### config.mk
export PLATFORM = sky130hd
export DESIGN_NAME = mux_rr_arbiter
export DESIGN_NICKNAME = d
export VERILOG_FILES = /design/src/rtl/mux_arb_pkg.sv /design/src/rtl/mux_rr_arbiter_rr_pick.sv /design/src/rtl/mux_rr_arbiter.sv
export SDC_FILE = /design/constraint.sdc
export NUM_CORES = 1
export LEC_CHECK = 0
export CORE_ASPECT_RATIO = 0.7
export CORE_MARGIN = 2
export CORE_UTILIZATION = 60
export CTS_BUF_LIST = sky130_fd_sc_hd__clkbuf_4 sky130_fd_sc_hd__clkbuf_8
export DETAILED_ROUTE_END_ITERATION = 6
export PLACE_DENSITY = 0.95
export SYNTH_ARGS = -nofsm -noshare
export SYNTH_HDL_FRONTEND = slang
export SYNTH_SLANG_ARGS = --single-unit
### constraint.sdc
create_clock -name clk -period 5.85 [get_ports clk]
set_input_delay 1.755 -clock clk [delete_from_list [all_inputs] [get_ports clk]]
set_output_delay 1.755 -clock clk [all_outputs]
set_load 0.005 [all_outputs]
### src/rtl/mux_arb_pkg.sv
// Shared constants and state encoding for the round-robin mux arbiter.
package mux_arb_pkg;

   // Number of requesters; also the input count of the shared mux.
   localparam int N        = 8;
   // Width of the binary select driven onto the mux S input.
   localparam int SEL_W    = 3;
   // Default watchdog limit in cycles, used only when the watchdog is built.
   localparam int MAX_HOLD = 16;

   // Arbiter control states.
   typedef enum logic {
      IDLE  = 1'b0,
      GRANT = 1'b1
   } state_t;

endpackage

### src/rtl/mux_rr_arbiter_rr_pick.sv
// Rotated-priority picker: finds the first set request bit strictly after
// ptr, wrapping around, so the last owner has the lowest priority.
// N must be a power of two so that SEL_W-bit addition wraps modulo N.
module rr_pick #(
   parameter int N     = mux_arb_pkg::N,
   parameter int SEL_W = mux_arb_pkg::SEL_W
) (
   input  logic [N-1:0]     req,
   input  logic [SEL_W-1:0] ptr,
   output logic [SEL_W-1:0] idx,
   output logic             any_req
);

   logic [SEL_W-1:0] pos;
   logic             found;

   // Walk ptr+1 .. ptr+N (mod N) and keep the first requester hit.
   always_comb begin
      idx   = '0;
      found = 1'b0;
      pos   = '0;
      for (int i = 1; i <= N; i++) begin
         pos = ptr + SEL_W'(i);
         if (!found && req[pos]) begin
            idx   = pos;
            found = 1'b1;
         end
      end
   end

   assign any_req = |req;

endmodule

### src/rtl/mux_rr_arbiter.sv
// Round-robin arbiter that shares one mux_8X1 datapath among N requesters.
// A grant is held until the owner pulses done or drops its request, and a
// one-cycle idle bubble always separates consecutive grants. sel drives the
// mux S input directly.
// Optional watchdog: define MUX_ARB_TIMEOUT_EN to force release of a grant
// held for MAX_HOLD cycles and pulse timeout; without it timeout is tied 0.
module mux_rr_arbiter #(
   parameter int N        = mux_arb_pkg::N,
   parameter int SEL_W    = mux_arb_pkg::SEL_W,
   parameter int MAX_HOLD = mux_arb_pkg::MAX_HOLD
) (
   input  logic             clk,
   input  logic             rst,
   input  logic [N-1:0]     req,
   input  logic             done,
   output logic [N-1:0]     gnt,
   output logic [SEL_W-1:0] sel,
   output logic             gnt_valid,
   output logic             timeout
);

   import mux_arb_pkg::*;

   // The picker relies on SEL_W-bit wrap-around, and the watchdog needs at
   // least one full GRANT cycle before it can fire.
   if (N != (1 << SEL_W)) begin : g_bad_width
      $error("mux_rr_arbiter: N must equal 2**SEL_W");
   end
   if (MAX_HOLD < 2) begin : g_bad_hold
      $error("mux_rr_arbiter: MAX_HOLD must be at least 2");
   end

   state_t           state;
   logic [SEL_W-1:0] ptr;
   logic [SEL_W-1:0] pick_idx;
   logic             pick_any;
   logic             force_rel;
   logic             release_now;

   // One-hot decode of a requester index.
   function automatic logic [N-1:0] onehot(input logic [SEL_W-1:0] i);
      logic [N-1:0] v;
      v    = '0;
      v[i] = 1'b1;
      return v;
   endfunction

   rr_pick #(
      .N     (N),
      .SEL_W (SEL_W)
   ) u_pick (
      .req     (req),
      .ptr     (ptr),
      .idx     (pick_idx),
      .any_req (pick_any)
   );

   // Only the owner's request line matters while a grant is held.
   assign release_now = done | ~req[sel] | force_rel;

   // Arbitration FSM with registered grant outputs and rotating pointer.
   always_ff @(posedge clk or posedge rst) begin
      if (rst) begin
         state     <= IDLE;
         ptr       <= SEL_W'(N - 1);
         gnt       <= '0;
         sel       <= '0;
         gnt_valid <= 1'b0;
      end else begin
         case (state)
            IDLE: begin
               if (pick_any) begin
                  gnt       <= onehot(pick_idx);
                  sel       <= pick_idx;
                  gnt_valid <= 1'b1;
                  ptr       <= pick_idx;
                  state     <= GRANT;
               end
            end
            GRANT: begin
               if (release_now) begin
                  gnt       <= '0;
                  gnt_valid <= 1'b0;
                  state     <= IDLE;
               end
            end
            default: begin
               gnt       <= '0;
               gnt_valid <= 1'b0;
               state     <= IDLE;
            end
         endcase
      end
   end

`ifdef MUX_ARB_TIMEOUT_EN
   localparam int HOLD_W = $clog2(MAX_HOLD);

   logic [HOLD_W-1:0] hold_cnt;

   // The watchdog fires only when no natural release happens this cycle.
   assign force_rel = (state == GRANT) &&
                      (hold_cnt == HOLD_W'(MAX_HOLD - 1)) &&
                      !done && req[sel];

   // Hold counter (zero in IDLE, so zero on GRANT entry) and timeout pulse.
   always_ff @(posedge clk or posedge rst) begin
      if (rst) begin
         hold_cnt <= '0;
         timeout  <= 1'b0;
      end else begin
         timeout <= 1'b0;
         if (state == IDLE) begin
            hold_cnt <= '0;
         end else begin
            hold_cnt <= hold_cnt + HOLD_W'(1);
            if (force_rel) begin
               timeout <= 1'b1;
            end
         end
      end
   end
`else
   assign force_rel = 1'b0;
   assign timeout   = 1'b0;
`endif

   // Grant must never be multi-hot.
   a_gnt_onehot0 : assert property (@(posedge clk) disable iff (rst)
      $onehot0(gnt));

   // gnt_valid mirrors a non-zero grant.
   a_valid_match : assert property (@(posedge clk) disable iff (rst)
      gnt_valid == (gnt != '0));

   // The mux select must not move under an active grant.
   a_sel_stable : assert property (@(posedge clk) disable iff (rst)
      (gnt_valid && $past(gnt_valid)) |-> (sel == $past(sel)));

endmodule

; Word-level counts from Yosys, hierarchy flattened
; Cells that the tools add are included.
[word_totals]
reg_bits = 16
wordCells = 90
[op_classes]
eq_ne = 2
add_sub_neg = 7
n_lt_le_gt_ge = 11
n_bitwise = 3
n_mux = 44
n_reduce_logical = 18
[ops]
columns = cell, n
row1 = $lt A3 B4 Y1 const B, 10
row2 = $bmux W1 S3, 9
row3 = $mux W3, 8
row4 = $mux W1, 21
row5 = $mux W8, 2
row6 = $pmux W8 S2, 1
row7 = $add A3 B3 Y3 const B, 4
row8 = $logic_and A1 B1 Y1, 8
row9 = $reduce_or A8 Y1, 1
row10 = $logic_not A1 Y1, 7
row11 = $add A3 B2 Y3 const B, 2
row12 = $pmux W1 S2, 2
row13 = $reduce_and A2 Y1, 2
row14 = $add A3 B1 Y3 const B, 1
row15 = $demux W1 S3, 1
row16 = $ge A3 B1 Y1 const B, 1
row17 = $ne A2 B1 Y1 const B, 1
row18 = $ne A2 B2 Y1 const B, 1
row19 = $not A1 Y1, 2
row20 = $or A1 B1 Y1, 1

; Logic depth before layout (Yosys ltp)
[logic_depth]
depth_word = 31
mapped_depth = 14

; Hierarchy
; Synthesis repeated with hierarchy kept, for this count alone.
[unflattened]
hier_cells = 203
hier_area_um2 = 1939.4
[by_module_without_submodules]
columns = mod, cells_each, instances, area_each_um2
row1 = rr_pick, 112, 1, 1027.2
row2 = mux_rr_arbiter, 91, 1, 912.1

; Least setup slack after synthesis
; OpenSTA, ideal clock, no wires.
[synth_timing]
kind = input-to-reg
from = input port req[3]
to = register gnt[0]
setup_ps = 122
t_arrival_ps = 3881
stages = 9
required_ps = 5728
slack_ps = 1847
path_cell_list = clkbuf_1 mux4_1 or2_1 nand2b_4 or4b_4 o211ai_2 o31ai_2 and2_4 a32o_1
[synth_via]
elab_chain_cells = 30
elab_cells_between_ends = 60
cone_classes = order compare (2) / eq/ne (2) / mux (37) / bitwise (2) / reduce/logical (17)
[synth_lines]
columns = item, line_no
row1 = from (decl), mux_rr_arbiter.sv:14  ; input logic [N-1:0] req,
row2 = $bmux W1 S3, mux_rr_arbiter_rr_pick.sv:24  ; if (!found && req[pos]) begin
row3 = $mux W1 (not written as such), mux_rr_arbiter_rr_pick.sv:24
row4 = $mux W1, mux_rr_arbiter_rr_pick.sv:24
row5 = $logic_not A1 Y1, mux_rr_arbiter_rr_pick.sv:24
row6 = $logic_and A1 B1 Y1, mux_rr_arbiter_rr_pick.sv:24
row7 = $mux W1, mux_rr_arbiter_rr_pick.sv:24
row8 = $logic_not A1 Y1, mux_rr_arbiter_rr_pick.sv:24
row9 = $logic_and A1 B1 Y1, mux_rr_arbiter_rr_pick.sv:24
row10 = [14 not listed], n/a
row11 = $logic_and A1 B1 Y1, mux_rr_arbiter_rr_pick.sv:24
row12 = $mux W3, mux_rr_arbiter_rr_pick.sv:24
row13 = $lt A3 B4 Y1 (not written as such) or $ge A3 B1 Y1 (tied branches), mux_rr_arbiter.sv:44  ; v[i] = 1'b1;
row14 = $logic_and A1 B1 Y1 (not written as such), mux_rr_arbiter.sv:44
row15 = $mux W1 (not written as such), mux_rr_arbiter.sv:44
row16 = $demux W1 S3, mux_rr_arbiter.sv:44
row17 = $mux W8, mux_rr_arbiter.sv:72  ; if (pick_any) begin
row18 = $pmux W8 S2, mux_rr_arbiter.sv:70  ; case (state)
row19 = to (signal assigned), mux_rr_arbiter.sv:73  ; gnt <= onehot(pick_idx);
row20 = to (decl), mux_rr_arbiter.sv:16  ; output logic [N-1:0] gnt,
; Parallel ways exist; a longest one is shown, timed or not. The select of a mux whose other input is x is not followed.
; A chain may end at the register's enable or synchronous reset.

; Worst setup path in the final report
[layout_timing]
from = input port req[6]
to = register sel[2]
[layout_via]
elab_chain_cells = 24
elab_cells_between_ends = 47
cone_classes = mux (31) / reduce/logical (16)
[layout_lines]
columns = item, line_no
row1 = $bmux W1 S3, mux_rr_arbiter_rr_pick.sv:24
row2 = $mux W1 (not written as such), mux_rr_arbiter_rr_pick.sv:24
row3 = $mux W1, mux_rr_arbiter_rr_pick.sv:24
row4 = $logic_not A1 Y1, mux_rr_arbiter_rr_pick.sv:24
row5 = $logic_and A1 B1 Y1, mux_rr_arbiter_rr_pick.sv:24
row6 = $mux W1, mux_rr_arbiter_rr_pick.sv:24
row7 = $logic_not A1 Y1, mux_rr_arbiter_rr_pick.sv:24
row8 = $logic_and A1 B1 Y1, mux_rr_arbiter_rr_pick.sv:24
row9 = [8 not listed], n/a
row10 = $logic_and A1 B1 Y1, mux_rr_arbiter_rr_pick.sv:24
row11 = $mux W1, mux_rr_arbiter_rr_pick.sv:24
row12 = $logic_not A1 Y1, mux_rr_arbiter_rr_pick.sv:24
row13 = $logic_and A1 B1 Y1, mux_rr_arbiter_rr_pick.sv:24
row14 = $mux W1, mux_rr_arbiter_rr_pick.sv:24
row15 = $logic_not A1 Y1, mux_rr_arbiter_rr_pick.sv:24
row16 = $logic_and A1 B1 Y1, mux_rr_arbiter_rr_pick.sv:24
row17 = $mux W3, mux_rr_arbiter_rr_pick.sv:24
row18 = to (signal assigned), mux_rr_arbiter.sv:74  ; sel <= pick_idx;
row19 = to (decl), mux_rr_arbiter.sv:17  ; output logic [SEL_W-1:0] sel,
; Parallel ways exist; a longest one is shown, timed or not. The select of a mux whose other input is x is not followed.

==> results.sh <==
export IMPL_cell_with_the_biggest_individual_delay_on_the_critical_path="clkdlybuf4s50_1"
export IMPL_synth_seq_cells=16
export IMPL_clock_insertion_delay_worst_skew_ns=0.25
export IMPL_worstSetupStartpointType="input pin"
export IMPL_hold_class="reg -> reg"
export IMPL_grt_start_max_net_pins=22
export IMPL_final_setup_viol_count=0
export IMPL_post_synth_main_area_contributors="mux4_2, dfrtp_1, mux2_2"
export IMPL_clock_root_buffer="clkbuf_8"
export IMPL_worst_clock_skew_ns=0.00576
export IMPL_dominantRegCellSynth="dfrtp_1"
export IMPL_rsz0062_at_grt="no"
export IMPL_tritoncts="yes"
export IMPL_yosys_area_top_type="mux4_2"
export IMPL_die_y_um=50.5
export IMPL_worst_path_largest_cell_delay_ns=0.64
export IMPL_timing_hold_violations_final=0
export IMPL_detailroute_via_count=1561
export IMPL_timing_max_slew_rel_slack=0.504
export IMPL_postSynth_asyncResetShare=1.00
export IMPL_synthMostInstantiatedCell="mux4_2"
export IMPL_overflow=0
export IMPL_post_cts_clock_slew_at_the_launch_and_capture_registers_of_the_worst_setup_and_hold_paths_ns=0.07
export IMPL_layout_utilization=0.726
export IMPL_design_portCount=24
export IMPL_wl_per_cell_um=20.4
export IMPL_final_layout_size_suffix_gt1_frac=0.250
export IMPL_maxSlewViolCount=0
export IMPL_syn_avg_cell_area_um2=10.5
export IMPL_dieWidth_um=70.4
export IMPL_syn_num_nets=189
export IMPL_ff2ff_setup_slack_ns=1.35
export IMPL_detail_route_wirelength_mm=4.49
export IMPL_clockBufferDepth=2
export IMPL_max_clock_freq_mhz=215
export IMPL_setup_tns_final_ns=0
export IMPL_firstDrtPassIters=5
export IMPL_finalNetCount=198
export IMPL_grt_pass1_vias=1561
export IMPL_crit_path_cell_trace="clkdlybuf4s50_1 > mux4_2 > mux2_2 > nand2b_1 > or3_1 > a21oi_4 > o41a_1 > nand2_1 > o21a_1"
export IMPL_netlist_area_leader_share=0.206
export IMPL_number_of_violations_reported_at_the_end_of_detailed_routing_iteration_0=154
export IMPL_placement_io_buffers=22
export IMPL_rows=16
export IMPL_synth_cell_area_mm2=0.00185
export IMPL_r2r_start="ptr[0]"
export IMPL_rr_endpoint="sel[2]"
export IMPL_drt_vias_per_instance=7.10
export IMPL_nature_of_the_critical_path_endpoint="register"
export IMPL_grt_first_pass_wirelength_mm=7.93
export IMPL_drtAntennaViolNets=0
export IMPL_sequential_element_share_of_the_synthesized_area=0.218
export IMPL_fp_dieArea_mm2=0.00356
export IMPL_worst_ep_required_time_ns=5.99
export IMPL_initial_utilization=0.648
export IMPL_num_fill_cells=184
export IMPL_post_cts_resized_instances=0
export IMPL_cts_made_buffers=3
export IMPL_h_tree_depth=1
export IMPL_hpwl_mm=3.24
export IMPL_edff_count_synth=0
export IMPL_floorplan_core_area_mm2=0.00286
export IMPL_post_cts_setup_buffer_count=0
export IMPL_timing_critical_path_depth=9
export IMPL_worst_setup_path_type="in -> reg"
export IMPL_layout_worst_path_cycle_share=0.795
export IMPL_syn_instance_count=176
export IMPL_yosys_warnings=0
export IMPL_worst_slew_pin_transition_ns=0.744
export IMPL_layout_min_cycle_time_ns=4.65
export IMPL_critical_path_n_buffers_inverters=1
export IMPL_dpl_cell_count=216
export IMPL_min_to="gnt[2]"
export IMPL_gp_congestion=0.908
export IMPL_grt_antenna_before_repair=0
export IMPL_crit_arrival_ns=4.79
export IMPL_max_cap_violations=0
export IMPL_grt_use_total=0.286
export IMPL_run_status="completed"
export IMPL_syn2layout_area_growth_pct=12.0
export IMPL_yosysUniqueCellTypes=54
export IMPL_synth_commonest_cells="mux4_2, nand2_1, dfrtp_1"
export IMPL_worstHoldPathCells=2
export IMPL_final_cells=220
export IMPL_post_cts_hold_buffer_count=0
export IMPL_number_of_cells_on_the_worst_reg_to_reg_path=9
export IMPL_antenna_cells_inserted=0
export IMPL_hp_start="gnt[2]"
export IMPL_remaining_drc_errors=0
export IMPL_clock_sinks=16
export IMPL_maximum_fanout_count_along_the_critical_path=13
export IMPL_timing_critical_path_max_delay_family="multiplexers"
-- metrics by stage --
stage          setup WS (ns)  hold slack, ns  cell area [um^2]
3_5_place_dp            1.03           0.463              2020
4_1_cts                 1.27           0.478              2080
2_1_floorplan           1.85           0.471              1850
5_1_grt                 1.06           0.512              2080
6_report                1.20           0.475              2080
3_3_place_gp            1.15           0.460              2020
-- registers in the layout, indices dropped and copies added, names as in the netlist --
| signal | flops |
|---|---|
| gnt_valid | 1 |
| gnt | 8 |
| sel | 3 |
| ptr | 3 |
| state | 1 |
-- tightest hold or removal path, delay by kind of cell (launching register included) --
family	cells	cell delay [ns]
flops	1	0.34
compound gates	1	0.06
simple gates	1	0.05
-- placed cells by master, fill, tap and decap left out, types with 2 or more instances in the layout --
cell             instances
nor3_1                   3
o21ai_0                  4
mux2i_1                  9
clkbuf_8                 4
clkdlybuf4s50_1         22
nand2_1                 16
o21a_1                   3
mux4_2                  17
a32o_1                   4
nor2_1                   5
ha_1                     2
o21ai_1                  2
mux2_2                   9
xor2_1                   2
dfrtp_1                 13
nor2b_1                  5
nor4_1                   4
dfstp_2                  3
inv_1                    9
mux4_1                   2
a21oi_1                  8
o31ai_1                  5
a21o_1                   3
-- worst max-delay path by stage --
stage | start | endpoint | slack (ns)
final | req[6] | sel[2] | 1.20
after global routing | req[6] | sel[2] | 1.06
after CTS | req[6] | sel[2] | 1.27
after detailed placement | req[6] | sel[2] | 1.03
after global placement | req[0] | sel[2] | 1.15
after floorplan | req[3] | gnt[0] | 1.85
-- layer usage --
metal	GRT usage	vias up	share of wire	wire length, um
met5	0	-	0	0
met4	0.0801	0	0.021	95
met3	0.0522	14	0.095	425
met2	0.478	108	0.48	2160
met1	0.386	741	0.40	1810
li1	-	698	-	-
-- area by class of cell --
cell class,count,area [um^2],area share
inverter,9,33.8,0.0163
clock buffer,4,55.1,0.0265
timing repair buffer,23,228,0.110
sequential,16,404,0.195
multi-input combinational,132,1310,0.631
tap,36,45.0,0.0217
-- cells by family after synthesis --
kind of cell,count (synthesis),share of synthesized area
compound gates,43,0.198
other cells,1,0.00202
flops,16,0.218
simple gates,46,0.138
mux,37,0.338
fa+ha+maj,2,0.0135
buf+inv,28,0.0749
xor+xnor,3,0.0182
Power is not shown: default switching activity piles up to over one toggle a cycle in this logic, so the estimate is an artifact.
